$ cat config.mk
export PLATFORM = sky130hd
export DESIGN_NAME = fpga_transmitter
export DESIGN_NICKNAME = d
export VERILOG_FILES = /design/src/rtl/fpga_transmitter.sv
export SDC_FILE = /design/constraint.sdc
export NUM_CORES = 1
export LEC_CHECK = 0
export BUFFER_PORTS_ARGS = -buffer_cell sky130_fd_sc_hd__clkbuf_2
export CELL_PAD_IN_SITES_DETAIL_PLACEMENT = 1
export CELL_PAD_IN_SITES_GLOBAL_PLACEMENT = 2
export CORE_ASPECT_RATIO = 1.25
export CORE_UTILIZATION = 35
export CTS_CLUSTER_DIAMETER = 50
export DETAILED_ROUTE_END_ITERATION = 6
export PLACE_DENSITY = 0.85
export SETUP_SLACK_MARGIN = 0.1
export SYNTH_ARGS = -nofsm -noshare
export SYNTH_HDL_FRONTEND = slang
export SYNTH_SLANG_ARGS = --single-unit
$ cat constraint.sdc
create_clock -name clock -period 2.8 [get_ports clock]
set_input_delay 0 -clock clock [delete_from_list [all_inputs] [get_ports clock]]
set_output_delay 0 -clock clock [all_outputs]
set_load 0.01 [all_outputs]
$ cat src/rtl/fpga_transmitter.sv
// rtl/fpga_transmitter.sv - byte serialiser with four-phase acknowledge handshake (optional timeout: FPGA_TRANSMITTER_TIMEOUT_EN)
module fpga_transmitter #(
    parameter int TIMEOUT_CYCLES = 255
) (
    input  logic       clock,
    input  logic       reset,
    input  logic [7:0] data_in,
    input  logic       load,
    output logic       ready,
    output logic       data,
    output logic       send,
    output logic       finish,
    input  logic       acknowledge,
    output logic       error
);

    typedef enum logic [1:0] {
        IDLE    = 2'd0,
        SEND    = 2'd1,
        FINISH  = 2'd2,
        RELEASE = 2'd3
    } state_t;

    state_t      state;
    state_t      state_next;
    logic [7:0]  shift_reg;
    logic [2:0]  bit_cnt;
    logic [15:0] wait_cnt;
    logic        timeout_hit;

`ifdef FPGA_TRANSMITTER_TIMEOUT_EN
    // The wait counter is about to reach the limit at this edge, so the
    // handshake is abandoned after exactly TIMEOUT_CYCLES waiting cycles.
    assign timeout_hit = (({1'b0, wait_cnt} + 17'd1) == 17'(TIMEOUT_CYCLES))
                         && ((state == FINISH) || (state == RELEASE));
`else
    assign timeout_hit = 1'b0;
`endif

    // State register; reset aborts any frame in flight immediately.
    always_ff @(posedge clock or posedge reset) begin
        if (reset) begin
            state <= IDLE;
        end else begin
            state <= state_next;
        end
    end

    // Next-state logic: accept, shift eight bits, then the four-phase handshake.
    always_comb begin
        state_next = state;
        case (state)
            IDLE: begin
                if (load) begin
                    state_next = SEND;
                end
            end
            SEND: begin
                if (bit_cnt == 3'd7) begin
                    state_next = FINISH;
                end
            end
            FINISH: begin
                if (timeout_hit) begin
                    state_next = IDLE;
                end else if (acknowledge) begin
                    state_next = RELEASE;
                end
            end
            RELEASE: begin
                if (timeout_hit || !acknowledge) begin
                    state_next = IDLE;
                end
            end
            default: state_next = IDLE;
        endcase
    end

    // Output decode straight from flops: no input-to-output combinational path.
    always_comb begin
        ready  = (state == IDLE);
        send   = (state == SEND);
        finish = (state == FINISH);
        data   = (state == SEND) && shift_reg[7];
    end

    // Datapath: shift register, bit counter and saturating wait counter.
    always_ff @(posedge clock or posedge reset) begin
        if (reset) begin
            shift_reg <= 8'h00;
            bit_cnt   <= 3'd0;
            wait_cnt  <= 16'h0000;
        end else begin
            case (state)
                IDLE: begin
                    if (load) begin
                        shift_reg <= data_in;
                        bit_cnt   <= 3'd0;
                    end
                end
                SEND: begin
                    shift_reg <= {shift_reg[6:0], 1'b0};
                    bit_cnt   <= bit_cnt + 3'd1;
                    if (bit_cnt == 3'd7) begin
                        wait_cnt <= 16'h0000;
                    end
                end
                FINISH, RELEASE: begin
                    if (wait_cnt != 16'hFFFF) begin
                        wait_cnt <= wait_cnt + 16'd1;
                    end
                end
                default: begin
                    shift_reg <= shift_reg;
                end
            endcase
        end
    end

`ifdef FPGA_TRANSMITTER_TIMEOUT_EN
    // Sticky timeout flag, cleared only by the next accepted load.
    always_ff @(posedge clock or posedge reset) begin
        if (reset) begin
            error <= 1'b0;
        end else if ((state == IDLE) && load) begin
            error <= 1'b0;
        end else if (timeout_hit) begin
            error <= 1'b1;
        end
    end
`else
    assign error = 1'b0;
`endif

endmodule

* Yosys cells after proc, flatten, opt, wreduce, memory -nomap -nowiden
Cells that the tools add are included.
** Word-level totals
- Register bits :: 13
- Latch bits :: 0
- Bits in writable memories :: 0
- Memory bits (read-only) :: 0
- Bits of input ports :: 12
- Memories kept :: 0
** Operators by class
- Add/subtract/negate cells :: 1
- $mul :: 0
- Divide/modulo/power cells :: 0
- $lt $le $gt $ge :: 0
- Equality and inequality tests :: 8
- Shift-type cells :: 0
- Multiplexer cells :: 9
- Bitwise gates (word level) :: 0
- Reductions and logical operators :: 5
** Operator list (count)
- 8-bit case mux with 2 select lines :: 1
- 2-bit two-way mux :: 4
- 8-bit two-way mux :: 1
- 2-bit case mux with 4 select lines :: 1
- 3-bit case mux with 2 select lines :: 1
- 2-bit equality test, second input constant :: 2
- 2-bit by 1-bit inequality test with 1-bit output, second input constant :: 2
- 2-bit inequality test, second input constant :: 2
- 4-bit AND reduction :: 1
- 3-bit by 1-bit adder with 3-bit output, second input constant :: 1
- 3-bit equality test, second input constant :: 1
- 3-bit two-way mux :: 1
- 2-bit by 1-bit equality test with 1-bit output, second input constant :: 1
- 2-bit logical NOT :: 1
- 2-bit AND reduction :: 1
- 2-bit nonzero test :: 1
- 1-bit logical AND :: 1

* Logic depth before layout (Yosys ltp)
Gate-level depths: netlist of run 1.
- Depth after elaboration :: 3
- Depth in mapped cells :: 7

* Worst setup path before layout of run 1
Ideal clock, no wire load.
- Path kind :: register to register
- Start point :: reg state[0]
- End point :: reg state[1]
- Arrival :: 1.621 ns
- Required time :: 2.672 ns
- Slack :: 1.051 ns
- Stages on the path, launching flop included :: 7
- Buffers on the path :: 1
- Period minus slack after synthesis :: 1.749 ns
- Path through :: dfrtp_1 > inv_1 > ha_1 > buf_6 > nor2b_4 > a2111oi_4 > mux2_1
** Between the ends
- Word-level cells in the longest chain between the ends :: 3
** Ends and longest elaborated chain
- start: declaration :: RTL line 24 : state_t state;
- start signal: assignment :: RTL line 45 : state <= state_next;
- 2-bit logical NOT (*)
- via ready :: RTL line 9 : output logic ready,
- 2-bit inequality test (no line)
- 4-bit AND reduction (no line)
Mark *: on every way through the listed nets, which the timed path passes. The rest lies on a longest branch.
A chain may end at the register's enable or synchronous reset.

* Final worst setup path of run 1
- Start point :: reg state[0]
- End point :: reg state[1]
** Between the ends
- Word-level cells in the longest chain between the ends :: 3
** Ends and longest elaborated chain
- 2-bit equality test, or another cell as far along
- 2-bit inequality test (no line) or 2-bit by 1-bit inequality test with 1-bit output (tied branches)
- 4-bit AND reduction (no line)
Several ways; a longest one is shown, not always the timed one.

==> results.ini, run 1 <==
[outcome]
status = finished, final reports clean

[clock_network]
numCtsBuffers = 3
clk_buf_depth = 2
clk_latency_ns = 0.28
path_clk_slew_ns = 0.07
cts-root-buf = sky130_fd_sc_hd__clkbuf_4
tritoncts = yes
postCtsSetupRepairBufs = 0
clkSinkCount = 13
cts.htree.levels = 1

[floorplan]
boundaryPins = 17
fp.dieH_um = 53.3
initial_core_util = 0.372
floorplan.die.width_um = 43.1
placeableCoreArea_um2 = 1980
die_area_um2 = 2300
row_count = 18

[global_route]
globalRouteOverflowTotal = 0
grt_util_met2 = 0.250
grt_util_met1 = 0.184
gr-max-usage-layer = met2
pin_count_of_the_biggest_net_entering_global_routing = 14
grt_pass1_vias = 552
globalRouteMet3Util = 0.0239
grt_pass1_wl_um = 2510
antenna_found_initial = 0
grt_use_total = 0.156

[final_layout]
fillers = 228
layout-drive-gt1-share = 0.278
seqCellArea_um2 = 325
largest_register_ff_count = 8
area_added_between_synthesis_and_finish_pct = 16.6
area_of_combinational_cells_with_multiple_inputs_um2 = 378
design.final.nets = 98
n_antenna_cell = 0

[detailed_routing]
initialDrtViolationCount = 10
via_total_after_detailed_routing = 545
route.final.wire_length_um = 1470
post-route-drc-count = 0
detail-route-antenna-nets = 0
drt-wirelength-per-cell_um = 14.8
drt_pass1_iterations = 4
drt-vias-per-instance = 5.51

[worst_hold_path]
hold_path.startpoint = data_in[1]
hold_path_class = in -> reg

[worst_setup_path]
critical_path_sink_type = flop
path_delay_family = flip-flops
crit_path_max_fanout = 11
worst_path_cell_trace = inv_1, ha_1, nor2b_4, a2111oi_4, mux2_1
worst-path-buf-inv = 1
kind_of_critical_path = reg -> reg
cpMaxStageDelayCell = sky130_fd_sc_hd__dfrtp_1
critical-path-max-stage-delay_ns = 0.40
worst_ep_required_time_ns = 2.97
timing.critical_path.arrival_ns = 2.02
worstReg2RegStart = state[0]
start_kind = flop
crit_path_start = state[0]

[timing]
final_critical_path_setup_slack_ns = 0.942
worstMarginPinSlew_ns = 0.611
setup-tns-final_ns = 0
setup_viol = 0
post-route-period-util = 0.663
timing.fmax_mhz = 538
maxSlewViolCount = 0
rsz0062_at_grt = false
report.final.hold_viol_count = 0
period_minus_slack_ns = 1.86
max_slew_margin = 0.592
skew_ns = 0.000669

[synthesis]
synth.top_cells.by_count = sky130_fd_sc_hd__dfrtp_1, sky130_fd_sc_hd__a22o_1, sky130_fd_sc_hd__ha_1
syn_avg_cell_area_um2 = 12.1
synthesis.yosys.warnings = 0
yosysSeqAreaShare = 0.441
syn_area_um2 = 738
synthCells = 61
synth-main-ff-cell = sky130_fd_sc_hd__dfrtp_1
number_of_flops_mapped_to_enable_cells_by_yosys = 0
post_synth_main_area_contributors = sky130_fd_sc_hd__dfrtp_1, sky130_fd_sc_hd__ha_1, sky130_fd_sc_hd__a22o_1
area_share_of_the_leading_cell_type_in_the_synthesized_netlist = 0.441
synthArstFlopShare = 1.00
synth_cell_type_count = 22
yosys_register_bits = 13
synthMostInstantiatedCell = sky130_fd_sc_hd__dfrtp_1
post-synth-top-area-cell = sky130_fd_sc_hd__dfrtp_1
synth.net_count = 79

[power]
power.ir.vdd_worst_uv = 405
pwr_density_cell_nw_per_um2 = 1100
post-layout-total-power_w = 0.000946
power.leakage_nw = 0.456

[placement]
final_estimated_routing_congestion_in_global_placement = 0.711
dp_slack_ns = 0.929
post-dp-hpwl_um = 1100
numPortBuffers = 15

[flow_run]
max_cap_violations = 0

[worst reg2reg max path: cells and delay by family (launching register included)]
family                     cells  cell delay [ns]
buffers and inverters          1             0.08
muxes                          1             0.36
DFF                            1             0.40
adders and majority gates      1             0.34
and+or+nand+nor                1             0.21
AOI/OAI and AO/OA              1             0.36
[layout make-up]
| type | instances | area share |
|---|---|---|
| inverters | 3 | 0.0131 |
| repair buffers | 17 | 0.110 |
| multi-input cells | 42 | 0.439 |
| well taps | 20 | 0.0291 |
| clock buffers | 4 | 0.0305 |
| flip-flops and latches | 13 | 0.378 |
[power by group]
group | switching, W | total, W | internal, W
clock network | 0.0000609 | 0.000116 | 0.0000554
logic | 0.000243 | 0.000499 | 0.000256
registers | 0.0000591 | 0.000331 | 0.000272
total | 0.000363 | 0.000946 | 0.000583
[kinds of logic (layout without fill, tap and decap cells)]
kind of cell    count (synthesis)  count (layout)  share of synthesized area
buf+inv                         6              24                     0.0475
compound gates                 20              20                      0.246
fa+ha+maj                       6               6                      0.102
other cells                     1               1                    0.00508
flops                          13              13                      0.441
simple gates                   12              12                      0.110
mux                             3               3                     0.0491
[layer usage]
metal,routed length [µm],up-vias,share of wire
li1,-,261,-
met1,644,263,0.44
met2,702,16,0.48
met3,72,5,0.049
met4,48,0,0.033
met5,0,-,0
[cells in the final DEF, fill, tap and decap left out, types with 2 or more instances in the layout]
master / count
sky130_fd_sc_hd__a221o_1: 3
sky130_fd_sc_hd__clkbuf_4: 3
sky130_fd_sc_hd__dfrtp_1: 13
sky130_fd_sc_hd__a22o_1: 7
sky130_fd_sc_hd__dlygate4sd3_1: 2
sky130_fd_sc_hd__clkbuf_2: 15
sky130_fd_sc_hd__nor2b_1: 3
sky130_fd_sc_hd__a21oi_1: 3
sky130_fd_sc_hd__nand3_1: 3
sky130_fd_sc_hd__inv_1: 3
sky130_fd_sc_hd__ha_1: 6
sky130_fd_sc_hd__a21o_1: 5
sky130_fd_sc_hd__nand2b_1: 3
[path summary, 6_finish.rpt]
path,endpoint,slack (ns),cells after the start
max in group asynchronous,shift_reg[7],2.21,3
min in group asynchronous,state[1],0.27,3
max,state[1],0.94,5
min,shift_reg[1],0.01,3
min reg2reg,shift_reg[2],0.50,1
max reg2reg,state[1],0.94,5
[per-stage QoR]
| stage | hold WS, ns | util | area [µm²] | instances |
|---|---|---|---|---|
| after floorplan | -0.123 | - | 738 | 61 |
| after global placement | 0.0274 | 0.411 | 815 | 93 |
| after detailed placement | 0.0262 | 0.411 | 815 | 93 |
| after CTS | 0.0153 | 0.434 | 861 | 99 |
| after global routing | 0.00402 | 0.434 | 861 | 99 |
| final | 0.0129 | 0.434 | 861 | 99 |
[what timing repair did]
action | in CTS | in global routing
resized for setup | 0 | 0
setup endpoints to repair | 0 | 0
hold buffers | 2 | 0
hold endpoints to repair | 14 | 0
Note: power is estimated with default switching activity, not from simulation.
==> run 2: changes to the inputs <==
--- a/config.mk
+++ b/config.mk
@@ -9,10 +9,10 @@
 export CELL_PAD_IN_SITES_DETAIL_PLACEMENT = 1
 export CELL_PAD_IN_SITES_GLOBAL_PLACEMENT = 2
 export CORE_ASPECT_RATIO = 1.25
-export CORE_UTILIZATION = 35
+export CORE_UTILIZATION = 33
 export CTS_CLUSTER_DIAMETER = 50
 export DETAILED_ROUTE_END_ITERATION = 6
-export PLACE_DENSITY = 0.85
+export PLACE_DENSITY = 0.81
 export SETUP_SLACK_MARGIN = 0.1
 export SYNTH_ARGS = -nofsm -noshare
 export SYNTH_HDL_FRONTEND = slang
==> constraint.sdc (replaced) <==
create_clock -name clock -period 1.76 [get_ports clock]
set_input_delay 0 -clock clock [delete_from_list [all_inputs] [get_ports clock]]
set_output_delay 0 -clock clock [all_outputs]
set_load 0.01 [all_outputs]
==> results.ini, run 2 (synthesis results as in run 1) <==
[outcome]
status = finished, final reports clean  ; unchanged

[timing]
post-route-period-util = 0.912  ; was 0.663
setup_viol = 0  ; unchanged
maxSlewViolCount = 0  ; unchanged
setup-tns-final_ns = 0  ; unchanged
report.final.hold_viol_count = 0  ; unchanged
period_minus_slack_ns = 1.61  ; was 1.86 ns
timing.fmax_mhz = 623  ; was 538 MHz
skew_ns = 0.00236  ; was 0.000669 ns
final_critical_path_setup_slack_ns = 0.154  ; was 0.942 ns
rsz0062_at_grt = true  ; was false

[clock_network]
clk_latency_ns = 0.27  ; was 0.28 ns
clkSinkCount = 13  ; unchanged
tritoncts = yes  ; unchanged
clk_buf_depth = 2  ; unchanged
path_clk_slew_ns = 0.08  ; was 0.07 ns
cts.htree.levels = 1  ; unchanged
numCtsBuffers = 3  ; unchanged
cts-root-buf = sky130_fd_sc_hd__clkbuf_4  ; unchanged

[detailed_routing]
route.final.wire_length_um = 1610  ; was 1470 µm
drt-vias-per-instance = 4.99  ; was 5.51
drt_pass1_iterations = 4  ; unchanged
initialDrtViolationCount = 8  ; was 10
post-route-drc-count = 0  ; unchanged
drt-wirelength-per-cell_um = 13.9  ; was 14.8 µm
detail-route-antenna-nets = 0  ; unchanged
via_total_after_detailed_routing = 579  ; was 545

[placement]
place_inst = 104  ; was 93
post-dp-hpwl_um = 1190  ; was 1100 µm
numPortBuffers = 15  ; unchanged
final_estimated_routing_congestion_in_global_placement = 0.688  ; was 0.711
dp_slack_ns = 0.0330  ; was 0.929 ns

[global_route]
grt_pass1_wl_um = 2640  ; was 2510 µm
grt_use_total = 0.151  ; was 0.156
grt_pass1_vias = 609  ; was 552
pin_count_of_the_biggest_net_entering_global_routing = 14  ; unchanged
globalRouteOverflowTotal = 0  ; unchanged
antenna_found_initial = 0  ; unchanged

[power]
power.leakage_nw = 0.493  ; was 0.456 nW
pwr_density_cell_nw_per_um2 = 1780  ; was 1100 nW/µm²
power.ir.vdd_worst_uv = 749  ; was 405 µV

[floorplan]
initial_core_util = 0.360  ; was 0.372
boundaryPins = 17  ; unchanged
fp.dieH_um = 54.9  ; was 53.3 µm
die_area_um2 = 2430  ; was 2300 µm²
row_count = 18  ; unchanged
placeableCoreArea_um2 = 2050  ; was 1980 µm²
floorplan.die.width_um = 44.3  ; was 43.1 µm

[worst_setup_path]
setup.worst_path.end = state[1]  ; unchanged
critical_path.reg2reg.endpoint = state[1]  ; unchanged
start_kind = flop  ; unchanged
crit_path_max_fanout = 4  ; was 11
critical-path-max-stage-delay_ns = 0.38  ; was 0.40 ns
crit_path_start = state[1]  ; was state[0]
cp.depth = 5  ; unchanged
worstRegToRegCells = 5  ; unchanged
cpMaxStageDelayCell = sky130_fd_sc_hd__dfrtp_1  ; unchanged
path_delay_family = flip-flops  ; unchanged
worstReg2RegStart = state[1]  ; was state[0]
worst_ep_required_time_ns = 1.92  ; was 2.97 ns
worst_path_cell_trace = inv_2, ha_2, nor2b_2, a2111oi_4, mux2_4  ; was inv_1, ha_1, nor2b_4, a2111oi_4, mux2_1
critical_path_sink_type = flop  ; unchanged
worst-path-buf-inv = 1  ; unchanged
kind_of_critical_path = reg -> reg  ; unchanged
timing.critical_path.arrival_ns = 1.76  ; was 2.02 ns
flop_to_flop_setup_slack_ns = 0.15  ; was 0.94 ns

[final_layout]
layout.cells.non_filler = 116  ; was 99
fillers = 224  ; was 228
area_added_between_synthesis_and_finish_pct = 30.5  ; was 16.6%
n_antenna_cell = 0  ; unchanged
largest_register_ff_count = 8  ; unchanged
layout_commonest_cell = sky130_fd_sc_hd__clkbuf_2  ; unchanged
layout-drive-gt1-share = 0.442  ; was 0.278
design.final.nets = 105  ; was 98
most-common-layout-cells = sky130_fd_sc_hd__clkbuf_2, sky130_fd_sc_hd__dfrtp_1, sky130_fd_sc_hd__a22o_1, sky130_fd_sc_hd__buf_4, sky130_fd_sc_hd__a21o_1  ; was sky130_fd_sc_hd__clkbuf_2, sky130_fd_sc_hd__dfrtp_1, sky130_fd_sc_hd__a22o_1

[flow_run]
max_cap_violations = 0  ; unchanged

[worst_hold_path]
hold_path_class = in -> reg  ; unchanged
hold_depth = 3  ; unchanged

## run 2: changes by cell type in the layout (fill, tap and decap cells not counted), sizes merged
cell	change
buf	+7
## run 2: worst min-delay path, cell delays in order
cell                       delay, ns
sky130_fd_sc_hd__clkbuf_2       0.07
sky130_fd_sc_hd__a22o_1         0.12
sky130_fd_sc_hd__a21o_1         0.07
## run 2: per-stage QoR
stage	instance area (µm²)	total power, W	utilization	hold WS [ns]
floorplan	753	0.00120	-	-0.123
global placement	850	0.00136	0.415	0.0254
detailed placement	850	0.00140	0.415	0.0260
CTS	906	0.00161	0.442	0.0220
global route	963	0.00186	0.470	0.0385
finish	963	0.00171	0.470	0.0246
## run 2: power breakdown
| part | total [W] | switching [W] | internal, W |
|---|---|---|---|
| clock | 0.000179 | 0.0000914 | 0.0000877 |
| combinational | 0.00101 | 0.000451 | 0.000559 |
| sequential | 0.000525 | 0.0000926 | 0.000432 |
## run 2: cell type report
cell class                      instances  area [µm²]  area share
Sequential cell                        13         325       0.338
Timing Repair Buffer                   24         148       0.153
Multi-Input combinational cell         42         415       0.431
Tap cell                               30        37.5      0.0390
Clock buffer                            4        26.3      0.0273
Inverter                                3        11.3      0.0117
## run 2: timing repair
item,4_1_cts,5_1_grt
buffers inserted,1,5
setup endpoints to repair,10,6
resized for setup,1,5
cloned,0,0
endpoints found under the hold margin,14,0
hold buffers,2,0
pin swaps,0,1
## run 2: worst min-delay path by stage
| stage | from | endpoint | slack (ns) |
|---|---|---|---|
| 2_1_floorplan | reset | bit_cnt[0] | -0.12 |
| 3_3_place_gp | reset | state[1] | 0.03 |
| 3_5_place_dp | reset | bit_cnt[0] | 0.03 |
| 4_1_cts | data_in[2] | shift_reg[2] | 0.02 |
| 5_1_grt | data_in[2] | shift_reg[2] | 0.04 |
| 6_report | data_in[2] | shift_reg[2] | 0.02 |
## run 2: layer usage
metal  global-route usage  vias to the layer above  routed length, µm
met4               0.0606                        0                 32
met3               0.0198                        4                 30
li1                     -                      275                  -
met1                0.174                      289                685
met5                    0                        -                  0
met2                0.279                       11                860
